<file path="src/rtl/mips_mem_arbiter.sv">
// Two-master arbiter for the unified MIPS memory: port 0 is the CPU, port 1 the loader/debug master.
// Each access is sequenced IDLE -> ISSUE -> WAIT (MEM_LAT cycles) -> DONE and ends in a one-cycle ack.
module mips_mem_arbiter #(
  parameter int AW       = 32,
  parameter int DW       = 32,
  parameter int MEM_LAT  = 1,
  parameter int CPU_PRIO = 0
) (
  input  logic          clk,
  input  logic          reset,
  input  logic          m0_req,
  input  logic          m0_we,
  input  logic [AW-1:0] m0_addr,
  input  logic [DW-1:0] m0_wdata,
  output logic [DW-1:0] m0_rdata,
  output logic          m0_ack,
  output logic          m0_stall,
  input  logic          m1_req,
  input  logic          m1_we,
  input  logic [AW-1:0] m1_addr,
  input  logic [DW-1:0] m1_wdata,
  output logic [DW-1:0] m1_rdata,
  output logic          m1_ack,
  output logic          m1_stall,
  output logic          mem_en,
  output logic          mem_we,
  output logic [AW-1:0] mem_addr,
  output logic [DW-1:0] mem_wdata,
  input  logic [DW-1:0] mem_rdata,
  output logic [1:0]    grant
);

  typedef enum logic [1:0] {IDLE, ISSUE, WAIT, DONE} state_t;

  localparam logic [3:0] LAT_LOAD = 4'(MEM_LAT);

  state_t        r_state;
  state_t        w_next_state;
  logic [1:0]    r_grant;
  logic          r_last_grant;
  logic          r_we;
  logic [AW-1:0] r_addr;
  logic [DW-1:0] r_wdata;
  logic [3:0]    r_cnt;
  logic [DW-1:0] r_m0_rdata;
  logic [DW-1:0] r_m1_rdata;
  logic          w_any_req;
  logic          w_winner;
  logic          w_cnt_last;

  // On a tie the port that did not own the previous transaction wins, unless the CPU has priority.
  always_comb begin
    w_any_req  = m0_req | m1_req;
    w_cnt_last = (r_cnt == 4'd1);
    if (m0_req && m1_req) begin
      w_winner = (CPU_PRIO != 0) ? 1'b0 : ~r_last_grant;
    end else begin
      w_winner = ~m0_req;
    end
  end

  always_ff @(posedge clk or negedge reset) begin
    if (!reset) begin
      r_state <= IDLE;
    end else begin
      r_state <= w_next_state;
    end
  end

  always_comb begin
    w_next_state = r_state;
    case (r_state)
      IDLE:    if (w_any_req) w_next_state = ISSUE;
      ISSUE:   w_next_state = WAIT;
      WAIT:    if (w_cnt_last) w_next_state = DONE;
      DONE:    w_next_state = IDLE;
      default: w_next_state = IDLE;
    endcase
  end

  // Requester inputs are captured only in IDLE, so later changes cannot disturb the access.
  always_ff @(posedge clk or negedge reset) begin
    if (!reset) begin
      r_grant      <= 2'b00;
      r_last_grant <= 1'b1;
      r_we         <= 1'b0;
      r_addr       <= '0;
      r_wdata      <= '0;
      r_cnt        <= 4'd0;
      r_m0_rdata   <= '0;
      r_m1_rdata   <= '0;
    end else begin
      case (r_state)
        IDLE: begin
          if (w_any_req) begin
            r_grant <= w_winner ? 2'b10 : 2'b01;
            r_we    <= w_winner ? m1_we : m0_we;
            r_addr  <= w_winner ? m1_addr : m0_addr;
            r_wdata <= w_winner ? m1_wdata : m0_wdata;
          end
        end
        ISSUE: r_cnt <= LAT_LOAD;
        WAIT: begin
          r_cnt <= r_cnt - 4'd1;
          if (w_cnt_last && !r_we) begin
            if (r_grant[0]) begin
              r_m0_rdata <= mem_rdata;
            end else begin
              r_m1_rdata <= mem_rdata;
            end
          end
        end
        DONE: begin
          r_last_grant <= r_grant[1];
          r_grant      <= 2'b00;
        end
        default: ;
      endcase
    end
  end

  assign mem_en    = (r_state == ISSUE);
  assign mem_we    = (r_state == ISSUE) & r_we;
  assign mem_addr  = r_addr;
  assign mem_wdata = r_wdata;
  assign grant     = r_grant;
  assign m0_ack    = (r_state == DONE) & r_grant[0];
  assign m1_ack    = (r_state == DONE) & r_grant[1];
  assign m0_stall  = m0_req & ~m0_ack;
  assign m1_stall  = m1_req & ~m1_ack;
  assign m0_rdata  = r_m0_rdata;
  assign m1_rdata  = r_m1_rdata;

endmodule

</file>
<file path="config.mk">
export PLATFORM = sky130hd
export DESIGN_NAME = mips_mem_arbiter
export DESIGN_NICKNAME = d
export VERILOG_FILES = /design/src/rtl/mips_mem_arbiter.sv
export SDC_FILE = /design/constraint.sdc
export NUM_CORES = 1
export LEC_CHECK = 0
export ABC_AREA = 0
export BUFFER_PORTS_ARGS = -buffer_cell sky130_fd_sc_hd__buf_2
export CORE_MARGIN = 5
export CORE_UTILIZATION = 51
export CTS_BUF_LIST = sky130_fd_sc_hd__clkbuf_8
export DETAILED_ROUTE_END_ITERATION = 7
export PLACE_DENSITY = 0.95
export RECOVER_POWER = 25
export SYNTH_ARGS = -nofsm -noshare
export SYNTH_HDL_FRONTEND = slang
export SYNTH_SLANG_ARGS = --single-unit
</file>
<file path="constraint.sdc">
create_clock -name clk -period 4.15 [get_ports clk]
set_input_delay 0.83 -clock clk [delete_from_list [all_inputs] [get_ports clk]]
set_output_delay 0.83 -clock clk [all_outputs]
set_load 0.1 [all_outputs]
</file>
==> impl_metrics.tcl, run 1 <==
set metrics [dict create \
    startpoint "r_state[0]$_DFFE_PN0P_" \
    crit_chain "ha_1 -> and2_0 -> nor2b_1 -> buf_2" \
    syn_area_per_cell_um2 14.65 \
    drv_slew 85 \
    cp.depth 4 \
    cts_max_level 4 \
    route.layer.met1.wl_mm 6.751 \
    via_per_inst 5.558 \
    hold_path_class "reg -> reg" \
    max_stage_delay_ps 430 \
    startpoint_type "flop" \
    worstRegToRegCells 5 \
    wl_met3_mm 1.575 \
    worstMarginPinSlew_ps 2073 \
    final_cell_count_no_fill 864 \
    worstSetupPathType "reg -> out" \
    hold_viol_final 0 \
    num_rows 39 \
    regArea_um2 3455 \
    rr_endpoint "m1_rdata[27]$_DFFE_PN0P_" \
    vias 4802 \
    arrival_ps 1830 \
    wl_met2_mm 8.833 \
    setup-violations-final 0 \
    clkTransAtPathRegs_ps 80 \
    worst-path-buf-inv 1 \
    drv_cap 1 \
    numClockSinks 138 \
    dpl.hpwl_mm 13.19 \
    cts_tree "done" \
    crit_path_end "m1_stall" \
    grt_pass1_vias 5254 \
    critPathTopFamily "flip-flops" \
    grt_start_max_net_pins 85 \
    violations "capacitance limit, slew limit" \
    dr.first_iter.drc_count 384 \
    synth_edf_count 0 \
    outcome "finished with violations" \
    portBuffers 301 \
    cts_root_buffer "clkbuf_8" \
    synth_top_area_share_pct 56.67 \
    yosys.cell_types.count 35 \
    multiInputGateArea_um2 2381 \
    holdPathStages 1 \
    drive_above_1_share_pct 56.67 \
    synth_area_leader_cell "dfrtp_1" \
    synth_most_common_cell "dfrtp_1" \
    critPathMaxFanout 4 \
    syn-instance-count 413 \
    area_delta_synth_final_pct 30.82 \
    cts_hold_buf 0 \
    cp-end-kind "primary output" \
    whs_ps 510.6 \
    ys_top_cells_by_area "dfrtp_1 (57%), mux2_4 (15%), a221o_1 (11%)" \
    ant_nets 0 \
    antenna_found_initial 1 \
    die_h_um 118.9 \
    cp.required_ps 3320 \
    rrSetupSlack_ps 1770 \
    drtPass1Iterations 5 \
    dieArea_um2 14140 \
    crit_slowest_cell "dfrtp_1" \
    drc_errors 0 \
    grt_use_total_pct 24.94 \
    yosys_warnings 0 \
    rsz0062_at_grt "false" \
    highest_layer "met4" \
    cts_resized 0 \
    gp_congestion 0.8153 \
    clk_latency_ps 430 \
    finalClockSkew_ps 15.47 \
    fill_cells 766 \
    reg2reg_from "r_state[0]$_DFFE_PN0P_" \
    async_flop_share_pct 100.0 \
    clockBufferDepth 2 \
    yosys-top-cells-count "dfrtp_1 (137), and2_1 (67), a221o_1 (65), mux2_4 (60), buf_6 (11)" \
    post_cts_buffers 0 \
    core-area_um2 11520 \
    totalWireLength_mm 17.71 \
    syn_area_um2 6050 \
    tns_ps 0 \
    placedCellCount 831 \
    fin_crit_ps 2658 \
    final_nets 880 \
    grt_overflow_total 0 \
    synth-seq-cells 138 \
    fin_crit_sh_pct 64.04 \
    fmax_mhz 376.3 \
    routedWlPerCell_um 20.49 \
    ioPinCount 302 \
    syn_nets 586 \
    grt_first_pass_wirelength_mm 27.98 \
    seq_area_frac_synth_pct 57.10 \
    cts_buffers 17 \
    final_core_utilization_pct 68.72 \
    ys.flop_type "dfrtp_1" \
    slew_headroom_pct -38.23 \
    initial_core_util_pct 52.53 \
    die_w_um 118.9 \
]
-- cell usage in the layout (no fill, tap or decap), drive strengths merged, types with 3 or more instances in the layout --
master,n
clkinvlp,5
dfrtp,137
ha,7
nand2,4
o21ai,4
nand3b,3
mux2,65
a221o,65
buf,303
and2,67
inv,12
clkinv,6
clkbuf,18
nor2b,4
nor2,3
-- layout make-up --
type	instances	area share (%)
Multi-Input combinational cell	238	30.09
Antenna cell	1	0.03162
Inverter	8	0.3794
Clock inverter	15	1.312
Clock buffer	17	2.957
Sequential cell	138	43.65
Tap cell	143	2.261
Timing Repair Buffer	304	19.32
-- cells by family (layout without fill, tap and decap cells) --
family,after synthesis,in the layout,share of synthesized area [%]
adder cells (fa/ha/maj),7,7,1.448
other,0,1,0
flip-flops,138,138,57.10
AND/OR/NAND/NOR,88,88,9.473
multiplexers,65,65,15.82
buffers and inverters,37,344,3.909
AO/OA/AOI/OAI,78,78,12.24
-- per-layer routing --
metal  global-route usage [%]  up-vias
met5                        0        -
met4                    10.35        0
met3                    7.915       47
met2                    42.34      292
met1                    29.43     2353
li1                         -     2110
-- per-stage QoR --
stage          setup WS [ps]  instance area, um2
6_report                1492                7914
5_1_grt                 1370                7914
4_1_cts                 1481                7918
3_5_place_dp            1667                7580
3_3_place_gp            1782                7580
2_1_floorplan          400.0                6052
-- flip-flops by register name, indices dropped and copies added (netlist names) --
name / cells
grant: 2
r_state: 2
mem_addr: 32
m0_rdata: 32
r_last_grant: 1
m1_rdata: 32
mem_wdata: 32
r_cnt: 4
r_we: 1
-- worst register-to-register path, cell delays in order (launching register included) --
cell	delay, ps
dfrtp_1	430
inv_1	120
ha_1	330
and4bb_4	330
nand3b_4	520
mux2_4	530
-- worst min path at each step --
stage                                   from                  endpoint
finish              m1_rdata[25]$_DFFE_PN0P_  m1_rdata[25]$_DFFE_PN0P_
global route        m1_rdata[23]$_DFFE_PN0P_  m1_rdata[23]$_DFFE_PN0P_
CTS                                    reset   mem_addr[0]$_DFFE_PN0P_
detailed placement   m0_rdata[5]$_DFFE_PN0P_   m0_rdata[5]$_DFFE_PN0P_
global placement     m0_rdata[3]$_DFFE_PN0P_   m0_rdata[3]$_DFFE_PN0P_
floorplan           r_last_grant$_DFFE_PN1P_  r_last_grant$_DFFE_PN1P_
Power of run 1 is left out: the tool's default activity adds up to more than one toggle a clock period on the data nets, which glitch-free logic cannot reach.
==> run 2: changes to the inputs <==
--- a/config.mk
+++ b/config.mk
@@ -8,10 +8,10 @@
 export ABC_AREA = 0
 export BUFFER_PORTS_ARGS = -buffer_cell sky130_fd_sc_hd__buf_2
 export CORE_MARGIN = 5
-export CORE_UTILIZATION = 51
+export CORE_UTILIZATION = 47
 export CTS_BUF_LIST = sky130_fd_sc_hd__clkbuf_8
 export DETAILED_ROUTE_END_ITERATION = 7
-export PLACE_DENSITY = 0.95
+export PLACE_DENSITY = 0.91
 export RECOVER_POWER = 25
 export SYNTH_ARGS = -nofsm -noshare
 export SYNTH_HDL_FRONTEND = slang
==> constraint.sdc (replaced) <==
create_clock -name clk -period 2.7 [get_ports clk]
set_input_delay 0.54 -clock clk [delete_from_list [all_inputs] [get_ports clk]]
set_output_delay 0.54 -clock clk [all_outputs]
set_load 0.1 [all_outputs]
==> run 2 against run 1 <==
  * The run now ends clean
  * Setup slack lost 1100 ps
  * Die area rose by 7.8%
  * Clock skew is 1.1 ps lower
  * Via count decreased by 4.6%
  * Critical path depth unchanged
  * Non-clock buffer count up 3
  * Final area increased by 2.1%
  * Sequential share of layout area fell by 0.89 points
  * Critical path type unchanged
  * Largest cell class unchanged
==> impl_metrics.tcl, run 2 (synthesized netlist as in run 1, its figures left out) <==
set metrics [dict create \
    tns_ps 0 \
    grt_start_max_net_pins 53 \
    startpoint "r_state[0]$_DFFE_PN0P_" \
    antenna_found_initial 0 \
    clk_latency_ps 440 \
    ant_nets 0 \
    dpl.hpwl_mm 12.09 \
    gp_congestion 0.7760 \
    numClockSinks 138 \
    cts_buffers 17 \
    arrival_ps 1810 \
    reg2reg_from "r_state[0]$_DFFE_PN0P_" \
    grt_pass1_vias 4742 \
    dr.first_iter.drc_count 215 \
    final_cell_count_no_fill 895 \
    drv_slew 0 \
    rr_endpoint "m1_rdata[22]$_DFFE_PN0P_" \
    die_w_um 123.5 \
    rsz0062_at_grt "false" \
    drc_errors 0 \
    fin_area_um2 8082 \
    cp.required_ps 2160 \
    final_common_cell "buf_2" \
    finalClockSkew_ps 14.36 \
    cts_tree "done" \
    via_per_inst 5.118 \
    drtPass1Iterations 5 \
    portBuffers 301 \
    cts_root_buffer "clkbuf_8" \
    startpoint_type "flop" \
    routedWlPerCell_um 17.95 \
    cts_max_level 4 \
    die_h_um 123.5 \
    totalWireLength_mm 16.07 \
    grt_use_total_pct 20.87 \
    vias 4581 \
    layout_common_cells "buf_2 (300), dfrtp_1 (136), and2_1 (66)" \
    slew_headroom_pct 19.73 \
    final_nets 883 \
    area_delta_synth_final_pct 33.59 \
    core-area_um2 12620 \
    placed_cell_area_um2 7706 \
    cp-end-kind "primary output" \
    cts_hold_buf 0 \
    fmax_mhz 425.1 \
    worstRegToRegCells 5 \
    rrSetupSlack_ps 400 \
    setup-violations-final 0 \
    post_cts_buffers 0 \
    grt_overflow_total 0 \
    placedCellCount 863 \
    dieArea_um2 15240 \
    final_core_utilization_pct 64.04 \
    worstMarginPinSlew_ps 1204 \
    worstSetupPathType "reg -> out" \
    antennaDiodeCount 0 \
    drv_cap 0 \
    hold_viol_final 0 \
    fin_crit_sh_pct 87.13 \
    initial_core_util_pct 47.94 \
    clkTransAtPathRegs_ps 80 \
    clockBufferDepth 2 \
    fin_crit_ps 2352 \
    ioPinCount 302 \
    hold_path_class "in -> reg" \
    crit_path_end "m1_stall" \
    num_rows 41 \
    critPathMaxFanout 4 \
    grt_first_pass_wirelength_mm 24.54 \
    drive_above_1_share_pct 57.40 \
    cts_resized 0 \
    outcome "finished, final reports clean" \
]
run 2: cell count changes in the layout (fill, tap and decap cells not counted), sizes merged:
cell / delta
bufinv: +2
clkbuf: +5
clkinvlp: -3
diode: -1
inv: -1
run 2: worst max-delay path: stages, from the launching register on:
cell and delay [ps]:
dfrtp_1 410, ha_1 240, and2_2 210, nor2b_4 100, buf_2 420
run 2: routing by layer:
layer | track usage, % | vias to the layer above | wire length, um
li1 | - | 2124 | -
met1 | 26.08 | 2215 | 6317
met2 | 33.10 | 219 | 8028
met3 | 6.862 | 23 | 1418
met4 | 9.273 | 0 | 301
met5 | 0 | - | 0
run 2: area by class of cell:
class | count | area [um2]
Multi-Input combinational cell | 238 | 2397
Timing Repair Buffer | 307 | 1579
Clock buffer | 19 | 261.5
Clock inverter | 13 | 142.6
Tap cell | 172 | 215.2
Sequential cell | 138 | 3456
Inverter | 8 | 30.03
Fill cell | 978 | 4538
run 2: how the worst min path moves through the flow:
stage	from	endpoint	slack [ps]	cells after the start
2_1_floorplan	reset	grant[0]$_DFFE_PN0P_	240	0
3_3_place_gp	m0_rdata[0]$_DFFE_PN0P_	m0_rdata[0]$_DFFE_PN0P_	490	1
3_5_place_dp	m0_rdata[12]$_DFFE_PN0P_	m0_rdata[12]$_DFFE_PN0P_	490	1
4_1_cts	reset	m0_rdata[16]$_DFFE_PN0P_	20	1
5_1_grt	m0_addr[21]	mem_addr[21]$_DFFE_PN0P_	280	2
6_report	m1_addr[31]	mem_addr[31]$_DFFE_PN0P_	320	2
run 2: stage by stage:
stage                     setup WS, ps  hold WS, ps
after CTS                        312.8        18.43
after global routing             144.5        280.9
after floorplan                  11.43        244.4
after detailed placement         404.3        491.1
after global placement           455.7        487.6
final                            347.6        322.1
Power of run 2 is left out for the same reason.
